`config.mk`:
```
export PLATFORM = sky130hd
export DESIGN_NAME = add16_seq_ctrl_flat
export DESIGN_NICKNAME = d
export VERILOG_FILES = /design/src/rtl/add16_seq_ctrl_if.sv /design/src/rtl/add16_seq_ctrl.sv /design/src/flat_wrapper.sv
export SDC_FILE = /design/constraint.sdc
export NUM_CORES = 1
export LEC_CHECK = 0
export ABC_AREA = 1
export CELL_PAD_IN_SITES_DETAIL_PLACEMENT = 2
export CELL_PAD_IN_SITES_GLOBAL_PLACEMENT = 2
export CORE_MARGIN = 5
export CORE_UTILIZATION = 35
export DETAILED_ROUTE_END_ITERATION = 10
export DONT_BUFFER_PORTS = 1
export PLACE_DENSITY = 0.83
export SLEW_MARGIN = 20
export SYNTH_ARGS = -nofsm -noshare
export SYNTH_HDL_FRONTEND = slang
export SYNTH_HIERARCHICAL = 1
export SYNTH_SLANG_ARGS = --single-unit
```
`constraint.sdc`:
```
create_clock -name clk -period 3.4 [get_ports clk]
set_input_delay 0.68 -clock clk [delete_from_list [all_inputs] [get_ports clk]]
set_output_delay 0.68 -clock clk [all_outputs]
set_load 0.1 [all_outputs]
```
`src/rtl/add16_seq_ctrl_if.sv`:
```
// add16_seq_ctrl_if: start/ready/done handshake and operand/result bus of the
// multi-precision add/subtract sequencer.  Revision 1.0.
`default_nettype none

interface add16_seq_ctrl_if #(
   parameter int WORDS = 4
);
   localparam int W = 16 * WORDS;

   logic         start;
   logic         sub;
   logic         carry_in;
   logic [W-1:0] op_a;
   logic [W-1:0] op_b;
   logic         ready;
   logic         busy;
   logic         done;
   logic [W-1:0] result;
   logic         carry_out;
   logic         overflow;

   modport master (
      output start, sub, carry_in, op_a, op_b,
      input  ready, busy, done, result, carry_out, overflow
   );

   modport slave (
      input  start, sub, carry_in, op_a, op_b,
      output ready, busy, done, result, carry_out, overflow
   );
endinterface

`default_nettype wire

```
`src/rtl/add16_seq_ctrl.sv`:
```
// add16_seq_ctrl: WORDS x 16-bit add/subtract sequenced through one shared
// 16-bit adder, least significant word first.  Revision 1.0.
`default_nettype none

module add16bits (
   input  logic [15:0] a,
   input  logic [15:0] b,
   input  logic        carry_in,
   output logic [15:0] sum,
   output logic        carry_out
);
   assign {carry_out, sum} = {1'b0, a} + {1'b0, b} + {16'b0, carry_in};
endmodule

module add16_seq_ctrl #(
   parameter int WORDS = 4
) (
   input  logic              clk,
   input  logic              rst_n,
   add16_seq_ctrl_if.slave   bus
);
   localparam int W     = 16 * WORDS;
   localparam int IDX_W = (WORDS > 1) ? $clog2(WORDS) : 1;

   typedef enum logic [1:0] {
      ST_IDLE = 2'd0,
      ST_RUN  = 2'd1,
      ST_DONE = 2'd2
   } state_t;

   state_t           state_q,  state_d;
   logic [IDX_W-1:0] idx_q,    idx_d;
   logic             carry_q,  carry_d;
   logic [W-1:0]     a_q,      a_d;
   logic [W-1:0]     b_q,      b_d;
   logic             sub_q,    sub_d;
   logic [W-1:0]     result_q, result_d;
   logic             cout_q,   cout_d;
   logic             ovf_q,    ovf_d;

   logic [IDX_W+3:0] word_base;
   logic [15:0]      a_word;
   logic [15:0]      b_eff;
   logic [15:0]      add_sum;
   logic             add_cout;
   logic             last_word;

   assign word_base = {idx_q, 4'b0000};
   assign a_word    = a_q[word_base +: 16];
   // Subtraction is A + ~B + 1; the +1 comes from the carry seeded at start.
   assign b_eff     = sub_q ? ~b_q[word_base +: 16] : b_q[word_base +: 16];
   assign last_word = (idx_q == IDX_W'(WORDS - 1));

   add16bits u_add (
      .a         (a_word),
      .b         (b_eff),
      .carry_in  (carry_q),
      .sum       (add_sum),
      .carry_out (add_cout)
   );

   always_comb begin
      state_d  = state_q;
      idx_d    = idx_q;
      carry_d  = carry_q;
      a_d      = a_q;
      b_d      = b_q;
      sub_d    = sub_q;
      result_d = result_q;
      cout_d   = cout_q;
      ovf_d    = ovf_q;
      case (state_q)
         ST_IDLE: begin
            if (bus.start) begin
               a_d      = bus.op_a;
               b_d      = bus.op_b;
               sub_d    = bus.sub;
               carry_d  = bus.sub ? 1'b1 : bus.carry_in;
               idx_d    = '0;
               result_d = '0;
               cout_d   = 1'b0;
               ovf_d    = 1'b0;
               state_d  = ST_RUN;
            end
         end
         ST_RUN: begin
            result_d[word_base +: 16] = add_sum;
            carry_d = add_cout;
            if (last_word) begin
               cout_d  = add_cout;
               ovf_d   = (a_word[15] == b_eff[15]) && (add_sum[15] != a_word[15]);
               idx_d   = '0;
               state_d = ST_DONE;
            end else begin
               idx_d = idx_q + 1'b1;
            end
         end
         ST_DONE: state_d = ST_IDLE;
         default: state_d = ST_IDLE;
      endcase
   end

   always_ff @(posedge clk) begin
      if (!rst_n) begin
         state_q  <= ST_IDLE;
         idx_q    <= '0;
         carry_q  <= 1'b0;
         a_q      <= '0;
         b_q      <= '0;
         sub_q    <= 1'b0;
         result_q <= '0;
         cout_q   <= 1'b0;
         ovf_q    <= 1'b0;
      end else begin
         state_q  <= state_d;
         idx_q    <= idx_d;
         carry_q  <= carry_d;
         a_q      <= a_d;
         b_q      <= b_d;
         sub_q    <= sub_d;
         result_q <= result_d;
         cout_q   <= cout_d;
         ovf_q    <= ovf_d;
      end
   end

   assign bus.ready     = (state_q == ST_IDLE);
   assign bus.busy      = (state_q == ST_RUN);
   assign bus.done      = (state_q == ST_DONE);
   assign bus.result    = result_q;
   assign bus.carry_out = cout_q;
   assign bus.overflow  = ovf_q;
endmodule

`default_nettype wire

```
`src/flat_wrapper.sv`:
```
// flat-port wrapper written by rule: the top's interface ports become plain ports
module add16_seq_ctrl_flat 
#(
   parameter int WORDS = 4
)
  (clk, rst_n, bus_start, bus_sub, bus_carry_in, bus_op_a, bus_op_b, bus_ready, bus_busy, bus_done, bus_result, bus_carry_out, bus_overflow);
  add16_seq_ctrl_if #(.WORDS(WORDS)) bus_i ();
  input  logic clk;
  input  logic rst_n;
  input wire logic [$bits(bus_i.start)-1:0] bus_start;
  input wire logic [$bits(bus_i.sub)-1:0] bus_sub;
  input wire logic [$bits(bus_i.carry_in)-1:0] bus_carry_in;
  input wire logic [$bits(bus_i.op_a)-1:0] bus_op_a;
  input wire logic [$bits(bus_i.op_b)-1:0] bus_op_b;
  output wire logic [$bits(bus_i.ready)-1:0] bus_ready;
  output wire logic [$bits(bus_i.busy)-1:0] bus_busy;
  output wire logic [$bits(bus_i.done)-1:0] bus_done;
  output wire logic [$bits(bus_i.result)-1:0] bus_result;
  output wire logic [$bits(bus_i.carry_out)-1:0] bus_carry_out;
  output wire logic [$bits(bus_i.overflow)-1:0] bus_overflow;
  assign bus_i.start = bus_start;
  assign bus_i.sub = bus_sub;
  assign bus_i.carry_in = bus_carry_in;
  assign bus_i.op_a = bus_op_a;
  assign bus_i.op_b = bus_op_b;
  assign bus_ready = bus_i.ready;
  assign bus_busy = bus_i.busy;
  assign bus_done = bus_i.done;
  assign bus_result = bus_i.result;
  assign bus_carry_out = bus_i.carry_out;
  assign bus_overflow = bus_i.overflow;
  add16_seq_ctrl #(.WORDS(WORDS)) u_core (.clk(clk), .rst_n(rst_n), .bus(bus_i));
endmodule
```
Word level (Yosys, flattened, before mapping):

Index checks and enable logic that the tools add are counted.

* register bits: 200
* bits of input ports: 133
* output and inout port bits: 69
* word-level logic and storage cells: 50

* $add $sub $neg: 4
* eq/ne operators: 7
* shifts and indexed selects: 4
* muxes and demuxes: 18
* bitwise logic cells: 1
* reduce and logical (&&, ||, !) cells: 7

Operators with widths (number)
* case mux 64 bit (2 select lines): 1
* indexed part select 64 x 7 -> 16 bit: 2
* bitwise mux 64 bit: 1
* 2-to-1 mux 64 bit: 1
* variable shift 16 x 8 -> 64 bit (first input constant): 1
* indexed part select 16 x 8 -> 64 bit: 1
* adder 16 x 16 -> 17 bit: 1
* adder 17 x 1 -> 17 bit: 1
* 2-to-1 mux 16 bit: 1
* inverter 16 bit: 1
* 2-to-1 mux 2 bit: 4
* negator 6 -> 8 bit: 1
* case mux 2 bit (2 select lines): 2
* case mux 1 bit (2 select lines): 3
* AND reduction 2 bit: 3
* 2-to-1 mux 1 bit: 5
* equality test 2 bit (second input constant): 2
* AND reduction 3 bit: 1
* adder 2 x 1 -> 2 bit (second input constant): 1
* equality test 2 x 1 -> 1 bit (second input constant): 1
* logical NOT 2 bit: 1
* != test 2 x 1 -> 1 bit (second input constant): 1
* != test 2 bit (second input constant): 1
* nonzero test 2 bit: 1
* other kinds (3): 3

Longest topological paths before layout:

Gate-level depths: netlist of run 1.

* depth in word-level cells: 9
* mapped depth: 20
* mapped depth without buffers: 19

Modules after synthesis:

The synthesis of run 1 kept the hierarchy.

By module, submodules not included
* add16_seq_ctrl: instances 1, cells an instance 1142, area each 8316.7 um2, sequential area each 4003.8 um2
* add16bits: instances 1, cells an instance 188, area each 998.5 um2, sequential area each 0.0 um2

Least setup slack after synthesis of run 1:

OpenSTA, ideal clock, no wires.

* kind: register to register
* from: reg u_core.idx_q[0]
* to: reg u_core.result_q[62] (netlist: u_core/bus.result[62])
* setup time: 0.070 ns
* arrival: 2.873 ns
* data required time: 3.330 ns
* slack: 0.458 ns
* cell stages (with the launch flop): 19
* path buffers: 2
* clock period less this slack: 2.942 ns
* path through: dfxtp_1 inv_2 buf_2 buf_2 nor2_1 o22ai_1 fa_1 fa_1 nand2_1 nand3_1 nand3_1 nand2_1 nand2_1 nand3_1 nand2_1 nand2_1 nor2_1 nand2_1 a21oi_2

* elaborated cells between the ends (all ways): 11
* those cells by class: add/sub: 3; shift: 4; mux: 3; bitwise: 1

RTL lines
* from (decl): line add16_seq_ctrl.sv:32 `logic [IDX_W-1:0] idx_q, idx_d;`
* from (signal assigned): line add16_seq_ctrl.sv:116 `idx_q <= idx_d;`
* indexed part select 64 x 7 -> 16 bit: line add16_seq_ctrl.sv:49 `assign a_word = a_q[word_base +: 16];`
* via u_core.a_word[0]: line add16_seq_ctrl.sv:42 `logic [15:0] a_word;`
* adder 16 x 16 -> 17 bit: line add16_seq_ctrl.sv:12 `assign {carry_out, sum} = {1'b0, a} + {1'b0, b} + {16'b0, carry_in};`
* adder 17 x 1 -> 17 bit: line add16_seq_ctrl.sv:12
* via u_core.add_sum[14]: line add16_seq_ctrl.sv:44 `logic [15:0] add_sum;`
* indexed part select 16 x 8 -> 64 bit: line add16_seq_ctrl.sv:87 `result_d[word_base +: 16] = add_sum;`
* bitwise mux 64 bit: line add16_seq_ctrl.sv:87
* case mux 64 bit (2 select lines): line add16_seq_ctrl.sv:72 `case (state_q)`
* to (signal assigned): line add16_seq_ctrl.sv:121 `result_q <= result_d;`
* to (decl): line add16_seq_ctrl.sv:37 `logic [W-1:0] result_q, result_d;`

The timed path passes the listed nets, and every way through them passes these cells.
A chain may end at the register's enable or synchronous reset.

Final worst setup path of run 1:

* from: reg u_core.idx_q[0]
* to: reg u_core.result_q[26] (netlist: u_core/bus.result[26])

* longest elaborated chain between the ends: 8
* elaborated cells between the ends (all ways): 11
* those cells by class: add/sub: 3; shift: 4; mux: 3; bitwise: 1

Ends and longest elaborated chain
* indexed part select 64 x 7 -> 16 bit (*): line add16_seq_ctrl.sv:51 `assign b_eff = sub_q ? ~b_q[word_base +: 16] : b_q[word_base +: 16];`
* inverter 16 bit: line add16_seq_ctrl.sv:51
* 2-to-1 mux 16 bit (*): line add16_seq_ctrl.sv:51
* via u_core.b_eff[0]: line add16_seq_ctrl.sv:43 `logic [15:0] b_eff;`
* adder 16 x 16 -> 17 bit (*): line add16_seq_ctrl.sv:12
* adder 17 x 1 -> 17 bit (*): line add16_seq_ctrl.sv:12
* via u_core.add_sum[10]: line add16_seq_ctrl.sv:44
* indexed part select 16 x 8 -> 64 bit (*): line add16_seq_ctrl.sv:87
* bitwise mux 64 bit (*): line add16_seq_ctrl.sv:87
* case mux 64 bit (2 select lines) (*): line add16_seq_ctrl.sv:72

The timed path passes the listed nets; every way through them passes the cells marked *.

==> results of run 1 <==
state kept, by name, summed over array words and instances (netlist names):
register	count
u_core/idx_q	2
u_core/carry_q	1
u_core/state_q	2
u_core/bus.carry_out	1
u_core/b_q	64
u_core/a_q	64
u_core/sub_q	1
u_core/bus.result	64
u_core/bus.overflow	1
per-layer routing:
metal	GRT usage [%]	vias up	routed length, um
li1	-	4203	-
met4	7.283	0	908
met1	28.27	4319	15460
met2	38.82	210	17690
met5	0	-	0
met3	5.393	45	1814
kinds of logic (layout without fill, tap and decap cells):
logic type               after synthesis  in the layout  share of synthesized area, %
XOR/XNOR                              22             22                         2.068
AND/OR/NAND/NOR                      640            640                         27.39
adder cells (fa/ha/maj)               23             23                         3.250
buffers and inverters                146            121                         7.146
other                                  0              1                             0
AO/OA/AOI/OAI                        299            299                         17.17
flip-flops                           200            200                         42.98
report_power, final:
group | total (uW) | internal [uW] | leakage, uW | switching, uW
Clock | 2110 | 1070 | 0.000294 | 1040
Sequential | 2740 | 2490 | 0.00164 | 246
Combinational | 1570 | 480 | 0.00230 | 1090
Total | 6420 | 4040 | 0.00424 | 2380
Yosys cell counts (3+ instances only):
master	n	share of area (%)
nor2_1	349	14
nand2_1	230	9.3
dfxtp_1	200	43
o21ai_0	189	10
a21oi_1	60	3.2
inv_1	52	2.1
clkbuf_1	44	1.8
nand3_1	37	2.0
o22ai_1	30	2.0
xor2_1	22	2.1
ha_1	21	2.8
buf_2	18	0.97
buf_4	15	1.2
a21oi_2	12	1.1
inv_2	9	0.36
nand2_2	9	0.60
buf_6	5	0.60
a22oi_1	3	0.24
nor2_2	3	0.20
nor3_2	3	0.32
path summary, 6_finish.rpt:
path,from,end,cells after the start
max,u_core/idx_q[0]$_SDFFE_PN0P_,u_core/bus.result[26]$_SDFFE_PN0P_,17
min,rst_n,u_core/state_q[0]$_SDFFE_PN0P_,1
max reg2reg,u_core/idx_q[0]$_SDFFE_PN0P_,u_core/bus.result[26]$_SDFFE_PN0P_,17
min reg2reg,u_core/b_q[34]$_SDFFE_PN0P_,u_core/b_q[34]$_SDFFE_PN0P_,2
worst max-delay path: stages, from the launching register on:
cell and delay (ps):
dfxtp_4 390, buf_12 160, o21ai_0 290, o22ai_1 190, xor2_1 200, fa_2 410, fa_2 360, nand2_1 120
nand3_1 80, nand3_1 80, nand2_1 110, nand2_1 100, nand3_1 70, nand2_1 120, nand2_1 80, nor2_2 170
nand2_1 120, a21oi_2 190
metrics by stage:
stage               utilization (%)  std cells
finish                        39.26       1641
global route                  39.26       1641
CTS                           38.87       1637
detailed placement            36.44       1604
global placement              36.44       1604
floorplan                         -       1330
layout make-up:
cell class / instances / area, um^2 / area share (%)
Multi-Input combinational cell: 984 / 4678 / 45.60
Sequential cell: 200 / 4008 / 39.07
Clock buffer: 18 / 439.2 / 4.281
Tap cell: 335 / 419.2 / 4.086
Timing Repair Buffer: 27 / 310.3 / 3.025
Inverter: 62 / 237.7 / 2.317
Clock inverter: 14 / 163.9 / 1.598
Antenna cell: 1 / 2.502 / 0.02439
timing repair:
| item | 4_1_cts | 5_1_grt |
|---|---|---|
| setup buffers | 0 | 2 |
| endpoints found under the setup margin | 1 | 18 |
| gates resized for setup | 0 | 18 |
| pin swaps | 0 | 3 |
| gates cloned | 1 | 1 |
==> results.txt, run 1 <==
Hold buffers post-CTS: 0
WL final: 35880 um
Global-route total usage across every layer: 22.68%
Syn-to-layout area delta: 10.13%
Tcrit/Tclk final: 97.52%
Final Hold Fails: 0
Vias per std cell: 5.349
Die area: 29980 um^2
Starting Density: 35.65%
Ys flop type: dfxtp_1
CTS tree: built
Register area share after synthesis: 42.98%
Post-route DRC: 0
Slew @ Worst Pin: 1097 ps
Critical path required time: 3780 ps
CTS root buf: clkbuf_16
Place WS: 162.9 ps
Flop-to-flop setup slack: 80 ps
Fmax: 0.3016 GHz
PwrDens: 626.0 nW/um^2
Min-Delay Path Class: primary input to flop
Run status: complete, no violations
Clock Pin Slew Worst Setup and Hold Paths: 80 ps
CP Max Fanout: 18
# Max-Cap Violations: 0
Worst setup margin: 84.29 ps
Rows: 59
Critical path launch point type: flop
Most frequent cells in the layout: 345 x nor2_1, 230 x nand2_1, 199 x dfxtp_1
LEAKAGE: 0.004235 uW
GRT Residual Overflow: 0
IO Pins: 202
Dpl cell area: 9523 um^2
PortBufs: 0
DPL Wire Length: 24910 um
Synth unique cells: 35
Final Skew: 18.84 ps
First-pass detailed-route iteration total: 5
Die Wd: 173.1 um
Setup crit end kind: flop
Post-Synthesis Cells: 1330
Fillers: 3105
Area of the mapped netlist: 9315 um^2
First-pass GRT wire length: 54170 um
Post-synth EDFFs: 0
Worst-Skew Late Latency: 460 ps
Final Setup Violations: 0
Pin count of the biggest net entering global routing: 133
Total power: 6422 uW
Share of post-route cells with drive strength above 1: 8.736%
Kind of critical path: flop to flop
DR iter-0 viols: 456
Final Max Slew Viols: 0
Initial antenna violation count: 1
Total CTS buffers: 17
Max-slew headroom: 26.79%
Final Cell Area: 10260 um^2
Register bit total from synthesis: 200
Post-Syn Nets: 1486
Number of global-route vias before repair: 9347
Asr flop ratio synth: 0%
GP Congestion: 0.8166
VDD IR max: 298.7 uV
ANT nets after route: 0
CTS sink cnt: 200
Hold_ws: 361.4 ps
Crit path time final: 3316 ps
CTS H-tree depth: 4
Fin Setup TNS: 0 ps
Synth warn: 6
DR WL/cell: 21.86 um
Core ar.: 26130 um^2
Mean Syn Cell Area: 7.004 um^2
Final Net Count: 1448
Die span in y: 173.1 um
Critical Path AT: 3690 ps
CTS Buffer Depth: 2
Commonest non-fill, non-tap cell in the layout: nor2_1
Overall via count from detail_route: 8777
Power figures use the tool's default switching activity.
==> run 2: changes to the inputs <==
Settings changed: CORE_MARGIN 5 to unset.
==> run 2 against run 1 <==
Combinational power about the same. Critical path depth up 3. Power is 0.43% lower. Routed wire length fell by 3.2%. Clock-buffer cell count is 1 higher. Sequential power about the same. Non-clock buffer count down 2. Core utilization fell by 0.12 points. Die area fell by 9.0%. Fmax rose by 1.6%. Clock power down 2%. Cell area shrank 0.60%.
==> results.txt, run 2 (synthesized netlist as in run 1, its figures left out) <==
Run status: complete, no violations
Max-slew headroom: 27.44% (+0.65 points)
Worst setup margin: 136.9 ps (+52.57 ps)
Core ar.: 26060 um^2 (-0.28%)
DPL Wire Length: 23680 um (-4.9%)
Syn-to-layout area delta: 9.470%
Slew @ Worst Pin: 1087 ps (-9.718 ps)
Fin Setup TNS: 0 ps (unchanged)
Place WS: 53.09 ps (-109.8 ps)
CTS root buf: clkbuf_16
Final Hold Fails: 0 (unchanged)
LEAKAGE: 0.004210 uW (-0.60%)
GRT Residual Overflow: 0 (unchanged)
Pin count of the biggest net entering global routing: 133 (unchanged)
Worst hold stages: 1 (unchanged)
CTS tree: built
Total CTS buffers: 17 (unchanged)
Final Setup Violations: 0 (unchanged)
# Max-Cap Violations: 0 (unchanged)
Rows: 59 (unchanged)
GRT met3 Usage: 4.221% (-1.2 points)
CP max stage delay: 440 ps (+30 ps)
Final Net Count: 1446 (-0.14%)
WL final: 34740 um (-3.2%)
First-pass detailed-route iteration total: 5 (unchanged)
First-pass GRT wire length: 51220 um (-5.5%)
GRT met1 Usage: 31.57% (+3.3 points)
Multi-input gate area: 4678 um^2 (unchanged)
Sw Ratio: 37.79% (+0.75 points)
Post-route DRC: 0 (unchanged)
Number of global-route vias before repair: 9059 (-3.1%)
Worst path most repeated cell: nand2_1
Total power: 6394 uW (-0.43%)
Sequential power share: 43.0% (+0.3 points)
Hold path endpoint: u_core/state_q[0]$_SDFFE_PN0P_
Crit path cell chain: inv_6 -> buf_8 -> o21ai_0 -> o22ai_1 -> xor2_1 -> ha_1 -> nand2_1 -> nor2_1 -> nand2_1 -> nand2_2 -> nand2_1 -> nand2_1 -> nand2_1 -> nand2_1 -> inv_1 -> nor2_1 -> nand2_1 -> inv_1 -> nand2_1 -> a21oi_1
Most frequent cells in the layout: 347 x nor2_1, 229 x nand2_1, 198 x dfxtp_1
Overall via count from detail_route: 8812 (+0.40%)
CP max-delay cell: dfxtp_4
Die span in y: 165.1 um (-4.6%)
Die Wd: 165.1 um (-4.6%)
Reg-to-Reg Start: u_core/idx_q[0]$_SDFFE_PN0P_
Clock Pin Slew Worst Setup and Hold Paths: 80 ps (about the same)
Vias per std cell: 5.376 (+0.52%)
VDD IR max: 306.7 uV (+2.7%)
Most utilized layer in the global route result: met2
CTS Buffer Depth: 2 (unchanged)
Tcrit/Tclk final: 95.97% (-1.5 points)
Share of post-route cells with drive strength above 1: 8.442% (-0.29 points)
Initial antenna violation count: 1 (unchanged)
Critical Path AT: 3620 ps (-70 ps)
Comb pwr share: 24.8% (+0.3 points)
Crit path time final: 3263 ps (-52.57 ps)
Reg2Reg Capture Point: u_core/bus.result[63]$_SDFFE_PN0P_
Critical path required time: 3760 ps (-20 ps)
Flop-to-flop setup slack: 140 ps (+50 ps)
Fmax: 0.3065 GHz (+1.6%)
Worst Reg-to-Reg Cells: 20 (+3)
Worst hold start: rst_n
Final Max Slew Viols: 0 (unchanged)
Critical path launch point type: flop
DR iter-0 viols: 452 (-0.88%)
Switching pwr: 2416 uW (+1.6%)
GP Congestion: 0.8037 (-1.6%)
Min-Delay Path Class: primary input to flop
Setup crit end kind: flop
CTS sink cnt: 200 (unchanged)
CP Max Fanout: 30 (+12)
CTS H-tree depth: 4 (unchanged)
Starting Density: 35.75% (+0.10 points)
Global-route total usage across every layer: 24.75% (+2.1 points)
DR WL/cell: 21.19 um (-3.1%)
PwrDens: 627.1 nW/um^2 (+0.16%)
P_int: 3978 uW (-1.6%)
Reg area: 4011 um^2 (about the same)
Final Skew: 16.88 ps (-1.961 ps)
Clock share of power: 32.2% (-0.7 points)
Kind of critical path: flop to flop
Worst-Skew Late Latency: 450 ps (about the same)
Met2 usage: 42.13% (+3.3 points)
Commonest non-fill, non-tap cell in the layout: nor2_1
Die area: 27270 um^2 (-9.0%)
Fillers: 3123 (+0.58%)
IO Pins: 202 (unchanged)
PortBufs: 0 (unchanged)
ANT nets after route: 0 (unchanged)
[run 2: layout make-up]
cell class	instances	area share (%)
multi-input combinational	984	45.88
tap	335	4.110
inverter	62	2.380
clock buffer	19	4.344
sequential	200	39.34
timing repair buffer	25	2.675
antenna	1	0.02454
clock inverter	13	1.252
[run 2: repair_timing]
item,4_1_cts,5_1_grt
pin swaps,0,2
gates resized for setup,1,14
setup endpoints to repair,4,22
hold buffers,0,0
gates cloned,0,3
setup buffers,0,1
[run 2: per-layer routing]
layer,share of wire (%),routed length [um]
met5,0,0
met4,1.7,602
met3,5.0,1744
met2,49,16890
met1,45,15500
[run 2: per-stage QoR]
stage	hold WS [ps]	area, um^2	instances	utilization (%)
after CTS	344.1	10070	1634	38.64
after detailed placement	470.8	9495	1602	36.44
final	364.1	10200	1639	39.13
after floorplan	449.5	9315	1330	-
after global placement	457.6	9495	1602	36.44
after global routing	361.8	10200	1639	39.13
[run 2: how the worst max path moves through the flow]
stage | start | end | slack, ps | cells past startpoint
after global placement | u_core/idx_q[0]$_SDFFE_PN0P_ | u_core/bus.result[63]$_SDFFE_PN0P_ | 220 | 19
final | u_core/idx_q[0]$_SDFFE_PN0P_ | u_core/bus.result[63]$_SDFFE_PN0P_ | 140 | 20
after detailed placement | u_core/idx_q[0]$_SDFFE_PN0P_ | u_core/bus.result[63]$_SDFFE_PN0P_ | 50 | 19
after floorplan | u_core/idx_q[0]$_SDFFE_PN0P_ | u_core/bus.result[62]$_SDFFE_PN0P_ | 460 | 18
after CTS | u_core/idx_q[0]$_SDFFE_PN0P_ | u_core/bus.result[30]$_SDFFE_PN0P_ | 20 | 17
after global routing | u_core/idx_q[0]$_SDFFE_PN0P_ | u_core/bus.result[63]$_SDFFE_PN0P_ | -8 | 19
[run 2: power groups by stage]
stage | Clock [uW] | Sequential, uW | Combinational, uW
2_1_floorplan | 0 | 2750 | 1040
3_3_place_gp | 0 | 2790 | 1440
3_5_place_dp | 0 | 2790 | 1510
4_1_cts | 2090 | 2740 | 1540
5_1_grt | 2160 | 2760 | 1740
6_report | 2060 | 2750 | 1590
[run 2: worst max-delay path, delay by kind of cell, from the launching register on]
| family | cells | cell delay, ps |
|---|---|---|
| flops | 1 | 440 |
| simple gates | 11 | 1050 |
| fa+ha+maj | 1 | 420 |
| compound gates | 3 | 630 |
| buf+inv | 4 | 470 |
| xor+xnor | 1 | 180 |
